==> src/rtl/seg_mux_pkg.sv <==
// Shared types and constants for the two-digit seven-segment multiplexer.
// The state set depends on SEG_DEADTIME_EN (GAP states exist only when it is defined).
package seg_mux_pkg;

  localparam logic [6:0] SEG_BLANK = 7'h7F;
  localparam logic [6:0] SEG_ZERO  = 7'b1000000;
  localparam logic [1:0] AN_OFF    = 2'b11;
  localparam logic [1:0] AN_DIG0   = 2'b10;
  localparam logic [1:0] AN_DIG1   = 2'b01;

`ifdef SEG_DEADTIME_EN
  typedef enum logic [1:0] {SHOW0, GAP0, SHOW1, GAP1} state_e;
`else
  typedef enum logic {SHOW0, SHOW1} state_e;
`endif

endpackage

==> src/rtl/seven_seg_decoder.sv <==
// Combinational hex to seven-segment decoder, active-low, bit order {g,f,e,d,c,b,a}.
module seven_seg_decoder (
  input  logic [3:0] hex_i,
  output logic [6:0] seg_o
);

  always_comb begin
    seg_o = 7'b1111111;
    unique case (hex_i)
      4'h0: seg_o = 7'b1000000;
      4'h1: seg_o = 7'b1111001;
      4'h2: seg_o = 7'b0100100;
      4'h3: seg_o = 7'b0110000;
      4'h4: seg_o = 7'b0011001;
      4'h5: seg_o = 7'b0010010;
      4'h6: seg_o = 7'b0000010;
      4'h7: seg_o = 7'b1111000;
      4'h8: seg_o = 7'b0000000;
      4'h9: seg_o = 7'b0010000;
      4'hA: seg_o = 7'b0001000;
      4'hB: seg_o = 7'b0000011;
      4'hC: seg_o = 7'b1000110;
      4'hD: seg_o = 7'b0100001;
      4'hE: seg_o = 7'b0000110;
      4'hF: seg_o = 7'b0001110;
    endcase
  end

endmodule

==> src/rtl/seg_mux_ctrl.sv <==
// Two-digit seven-segment multiplexer with registered seg/an and a registered s0+s1 sum.
// Define SEG_DEADTIME_EN to insert DEAD_CYCLES of blanking between digits.
module seg_mux_ctrl
  import seg_mux_pkg::*;
#(
  parameter int REFRESH_DIV = 24000,
  parameter int DEAD_CYCLES = 8
) (
  input  logic       clk,
  input  logic       reset,
  input  logic [3:0] s0,
  input  logic [3:0] s1,
  output logic [6:0] seg,
  output logic [1:0] an,
  output logic [4:0] led
);

`ifdef SEG_DEADTIME_EN
  localparam int MAX_N = (REFRESH_DIV > DEAD_CYCLES) ? REFRESH_DIV : DEAD_CYCLES;
`else
  localparam int MAX_N = REFRESH_DIV;
`endif
  localparam int CNT_W = $clog2(MAX_N);
  localparam logic [CNT_W-1:0] SHOW_LAST = CNT_W'(REFRESH_DIV - 1);
`ifdef SEG_DEADTIME_EN
  localparam logic [CNT_W-1:0] GAP_LAST = CNT_W'(DEAD_CYCLES - 1);
`endif

  if (REFRESH_DIV < 2) begin : g_chk_refresh
    $error("seg_mux_ctrl: REFRESH_DIV must be at least 2");
  end
`ifdef SEG_DEADTIME_EN
  if (DEAD_CYCLES < 1) begin : g_chk_dead
    $error("seg_mux_ctrl: DEAD_CYCLES must be at least 1");
  end
`else
  // DEAD_CYCLES has no effect without blanking; referenced only to keep it declared.
  if (DEAD_CYCLES < 0) begin : g_dead_ignored
  end
`endif

  state_e           state_q, state_d;
  logic [CNT_W-1:0] cnt_q, cnt_d;
  logic [3:0]       dig0_q, dig0_d, dig1_q, dig1_d;
  logic [3:0]       dec_in;
  logic [6:0]       dec_seg;
  logic [6:0]       seg_q, seg_d;
  logic [1:0]       an_q, an_d;
  logic [4:0]       led_q;

  always_comb begin
    state_d = state_q;
    dig0_d  = dig0_q;
    dig1_d  = dig1_q;
    unique case (state_q)
`ifdef SEG_DEADTIME_EN
      SHOW0: if (cnt_q == SHOW_LAST) state_d = GAP0;
      GAP0: if (cnt_q == GAP_LAST) begin
        state_d = SHOW1;
        dig1_d  = s1;
      end
      SHOW1: if (cnt_q == SHOW_LAST) state_d = GAP1;
      GAP1: if (cnt_q == GAP_LAST) begin
        state_d = SHOW0;
        dig0_d  = s0;
      end
`else
      SHOW0: if (cnt_q == SHOW_LAST) begin
        state_d = SHOW1;
        dig1_d  = s1;
      end
      SHOW1: if (cnt_q == SHOW_LAST) begin
        state_d = SHOW0;
        dig0_d  = s0;
      end
`endif
    endcase
    cnt_d = (state_d != state_q) ? '0 : cnt_q + CNT_W'(1);
  end

  // Decoder sees the digit being latched this edge so seg updates with the state register.
  assign dec_in = (state_d == SHOW1) ? dig1_d : dig0_d;

  seven_seg_decoder u_dec (
    .hex_i (dec_in),
    .seg_o (dec_seg)
  );

  always_comb begin
    seg_d = SEG_BLANK;
    an_d  = AN_OFF;
    unique case (state_d)
      SHOW0: begin
        seg_d = dec_seg;
        an_d  = AN_DIG0;
      end
      SHOW1: begin
        seg_d = dec_seg;
        an_d  = AN_DIG1;
      end
      default: ;
    endcase
  end

  always_ff @(posedge clk) begin
    if (reset) begin
`ifdef SEG_DEADTIME_EN
      state_q <= GAP1;
      seg_q   <= SEG_BLANK;
      an_q    <= AN_OFF;
`else
      state_q <= SHOW0;
      seg_q   <= SEG_ZERO;
      an_q    <= AN_DIG0;
`endif
      cnt_q   <= '0;
      dig0_q  <= '0;
      dig1_q  <= '0;
      led_q   <= '0;
    end else begin
      state_q <= state_d;
      cnt_q   <= cnt_d;
      dig0_q  <= dig0_d;
      dig1_q  <= dig1_d;
      seg_q   <= seg_d;
      an_q    <= an_d;
      led_q   <= {1'b0, s0} + {1'b0, s1};
    end
  end

  assign seg = seg_q;
  assign an  = an_q;
  assign led = led_q;

endmodule

==> config.mk <==
export PLATFORM = sky130hd
export DESIGN_NAME = seg_mux_ctrl
export DESIGN_NICKNAME = d
export VERILOG_FILES = /design/src/rtl/seg_mux_pkg.sv /design/src/rtl/seven_seg_decoder.sv /design/src/rtl/seg_mux_ctrl.sv
export SDC_FILE = /design/constraint.sdc
export NUM_CORES = 1
export LEC_CHECK = 0
export BUFFER_PORTS_ARGS = -buffer_cell sky130_fd_sc_hd__buf_4
export CAP_MARGIN = 20
export CORE_MARGIN = 8
export CORE_UTILIZATION = 45
export CTS_BUF_LIST = sky130_fd_sc_hd__clkbuf_8 sky130_fd_sc_hd__clkbuf_16
export DETAILED_ROUTE_END_ITERATION = 16
export GPL_TIMING_DRIVEN = 0
export PLACE_DENSITY = 0.67
export RECOVER_POWER = 100
export SLEW_MARGIN = 10
export SYNTH_ARGS = -nofsm -noshare
export SYNTH_HDL_FRONTEND = slang
export SYNTH_SLANG_ARGS = --single-unit
==> constraint.sdc <==
create_clock -name clk -period 2.5 [get_ports clk]
set_input_delay 0.5 -clock clk [delete_from_list [all_inputs] [get_ports clk]]
set_output_delay 0.5 -clock clk [all_outputs]
set_load 0.01 [all_outputs]
==> flow_metrics.tcl <==
set metrics [dict create \
    die_w_um 79.8 \
    synth_top_cells_by_count "dfxtp_1, nor2_1, inv_1" \
    overflow 0 \
    dpl.cell_count 270 \
    synthDominantCellAreaShare_pct 40.4 \
    ant_nets 0 \
    critPathArrivalTime_ns 2.65 \
    drt_iter0_markers 56 \
    cts.clk_slew.worst_paths_ns 0.07 \
    cts_num_sinks 37 \
    grt_use_met1_pct 14.8 \
    ir_worst_vdd_v 0.000398 \
    synth_cell_type_count 40 \
    synth_flop_cell "dfxtp_1" \
    crit_path_cell_trace "ha_4 > nand4_1 > nor4_4 > buf_4 > mux4_2 > inv_2 > ha_4 > or3b_1 > a31oi_1" \
    synthCells 197 \
    fillers 368 \
    setup_viol 0 \
    critPathBufInv 2 \
    grt_util_met2_pct 19.5 \
    synth_area_leaders "dfxtp_1, ha_1, nor2_1" \
    rows 23 \
    wl_per_cell_um 12.9 \
    layout-drive-gt1-share_pct 21.4 \
    synthArstFlopShare_pct 0 \
    tightestPinTransition_ns 0.551 \
    initial_core_util_pct 46.2 \
    path_delay_family "simple AND/OR/NAND/NOR gates" \
    cts_tree "built" \
    syn_avg_cell_area_um2 9.31 \
    use_met3_pct 3.04 \
    grt_pass1_vias 1367 \
    gp_congestion 0.753 \
    grt_pass1_wl_mm 6.16 \
    cp_common_cell "ha_4" \
    start_kind "flip-flop" \
    yosysMostFrequentCell "dfxtp_1" \
    rsz0062_at_grt "yes" \
    cts_made_buffers 5 \
    crit_required_ns 2.72 \
    placed_cell_area_um2 2070 \
    status "completed" \
    hold_buffers 0 \
    synth_top_cell_by_area "dfxtp_1" \
    fin_crit_ns 2.43 \
    whs_ns 0.412 \
    via_per_inst 4.98 \
    hold_path_class "in -> reg" \
    final.setup.tns_ns 0 \
    post-route-period-util_pct 97.2 \
    root_buffer "clkbuf_8" \
    nNetsFinal 259 \
    fin_area_um2 2280 \
    drt_wl_total_mm 3.72 \
    dieArea_um2 6380 \
    dpl.hpwl_mm 2.51 \
    vias 1435 \
    clockBufferDepth 2 \
    n_antenna_cell 0 \
    drc_errors 0 \
    io_pins 24 \
    ys_ff_latch 37 \
    cp_slowest_cell "mux4_2" \
    cts_htree_levels 2 \
    worstSkewPairLatency_ns 0.28 \
    p_leak_nw 0.925 \
    relSlewSlack_pct 63.2 \
    drv_slew 0 \
    grt_usage_pct 12.2 \
    cp-end-kind "flip-flop" \
    critical-path-max-stage-delay_ns 0.38 \
    grt-busiest-layer "met2" \
    area_growth_pct 24.6 \
    synth_edf_count 0 \
    firstDrtPassIters 4 \
    syn-cell-area_um2 1830 \
    finClkSkew_ns 0.00819 \
    setup_ws_ns 0.0708 \
    critPathMaxFanout 4 \
    antenna_found_initial 0 \
    syn_nets 219 \
    port_buffers 23 \
    max_freq_mhz 412 \
    coreArea_um2 3970 \
    hold_violations 0 \
    die_h_um 79.8 \
    p_per_area_nw_per_um2 528 \
    drv_cap 0 \
    yosysSeqAreaShare_pct 40.4 \
    critPathKind "reg -> reg" \
    post-place-ws_ns -0.294 \
    instances_no_fill 288 \
    grt_max_degree 12 \
    ys_warn_count 0 \
]
final timing paths:
| path | from | endpoint | slack (ns) | cells past startpoint |
|---|---|---|---|---|
| setup / recovery | cnt_q[1] | seg[0] | 0.07 | 9 |
| hold / removal | reset | led[0] | 0.41 | 2 |
| setup reg to reg | cnt_q[1] | seg[0] | 0.07 | 9 |
| hold reg to reg | dig1_q[2] | dig1_q[2] | 0.50 | 2 |
kinds of logic (layout without fill, tap and decap cells):
family | Yosys count | in the layout | synth area share, %
adders and majority gates | 12 | 12 | 8.59
buffers and inverters | 23 | 64 | 5.59
xor gates and xnor gates | 14 | 14 | 6.68
and+or+nand+nor | 76 | 76 | 22.3
DFF | 37 | 37 | 40.4
AOI/OAI and AO/OA | 19 | 19 | 6.82
muxes | 16 | 16 | 9.62
power by group:
group          leakage (nW)  switching [W]  total [W]  internal (W)
Combinational         0.562      0.0000409  0.0000756     0.0000347
Clock                0.0626       0.000200   0.000521      0.000321
Sequential            0.300     0.00000633   0.000608      0.000602
Total                 0.925       0.000248    0.00121      0.000958
sequential cells by signal, indices dropped and copies added (netlist names):
| name | count |
|---|---|
| cnt_q | 15 |
| seg | 7 |
| led | 5 |
| dig0_q | 4 |
| dig1_q | 4 |
| an | 2 |
per-layer routing:
layer  up-vias  part of all wire, %  wire [µm]
met1       662                   47       1760
met4         0                  1.6         60
met3         5                  3.9        146
li1        738                    -          -
met2        30                   47       1750
met5         -                    0          0
timing repair:
action                                  in CTS  in global routing
pin swaps                                    1                  6
endpoints found under the setup margin       7                  7
buffers inserted                             4                  6
gates resized for setup                      9                  7
placed cells by master (no fill, tap or decap), drive strengths merged, types with 2 or more instances in the layout:
cell type  count
nor3           4
o21ai          3
mux2           3
xnor2          8
nor2          36
or2            2
nor2b          4
nand3b         3
ha            11
a21oi          8
and3           2
and2           2
nand2          5
nand2b         3
dfxtp         37
nand3          5
nand4          3
mux2i         12
a31oi          2
xor2           6
clkbuf        26
inv           14
buf           23
metrics by stage:
stage / total power [W] / util, %
floorplan: 0.000659 / -
global placement: 0.000696 / 52.1
detailed placement: 0.000696 / 52.1
CTS: 0.00123 / 56.8
global route: 0.00127 / 57.5
finish: 0.00121 / 57.5
cell type report:
cell class / count / area (µm²) / share of cell area (%)
multi-input combinational: 137 / 1060 / 46.3
sequential: 37 / 743 / 32.5
timing repair buffer: 33 / 199 / 8.71
clock buffer: 6 / 82.6 / 3.61
tap: 50 / 62.6 / 2.74
buffer: 10 / 53.8 / 2.35
inverter: 13 / 51.3 / 2.25
clock inverter: 2 / 33.8 / 1.48
Power figures use the tool's default switching activity.
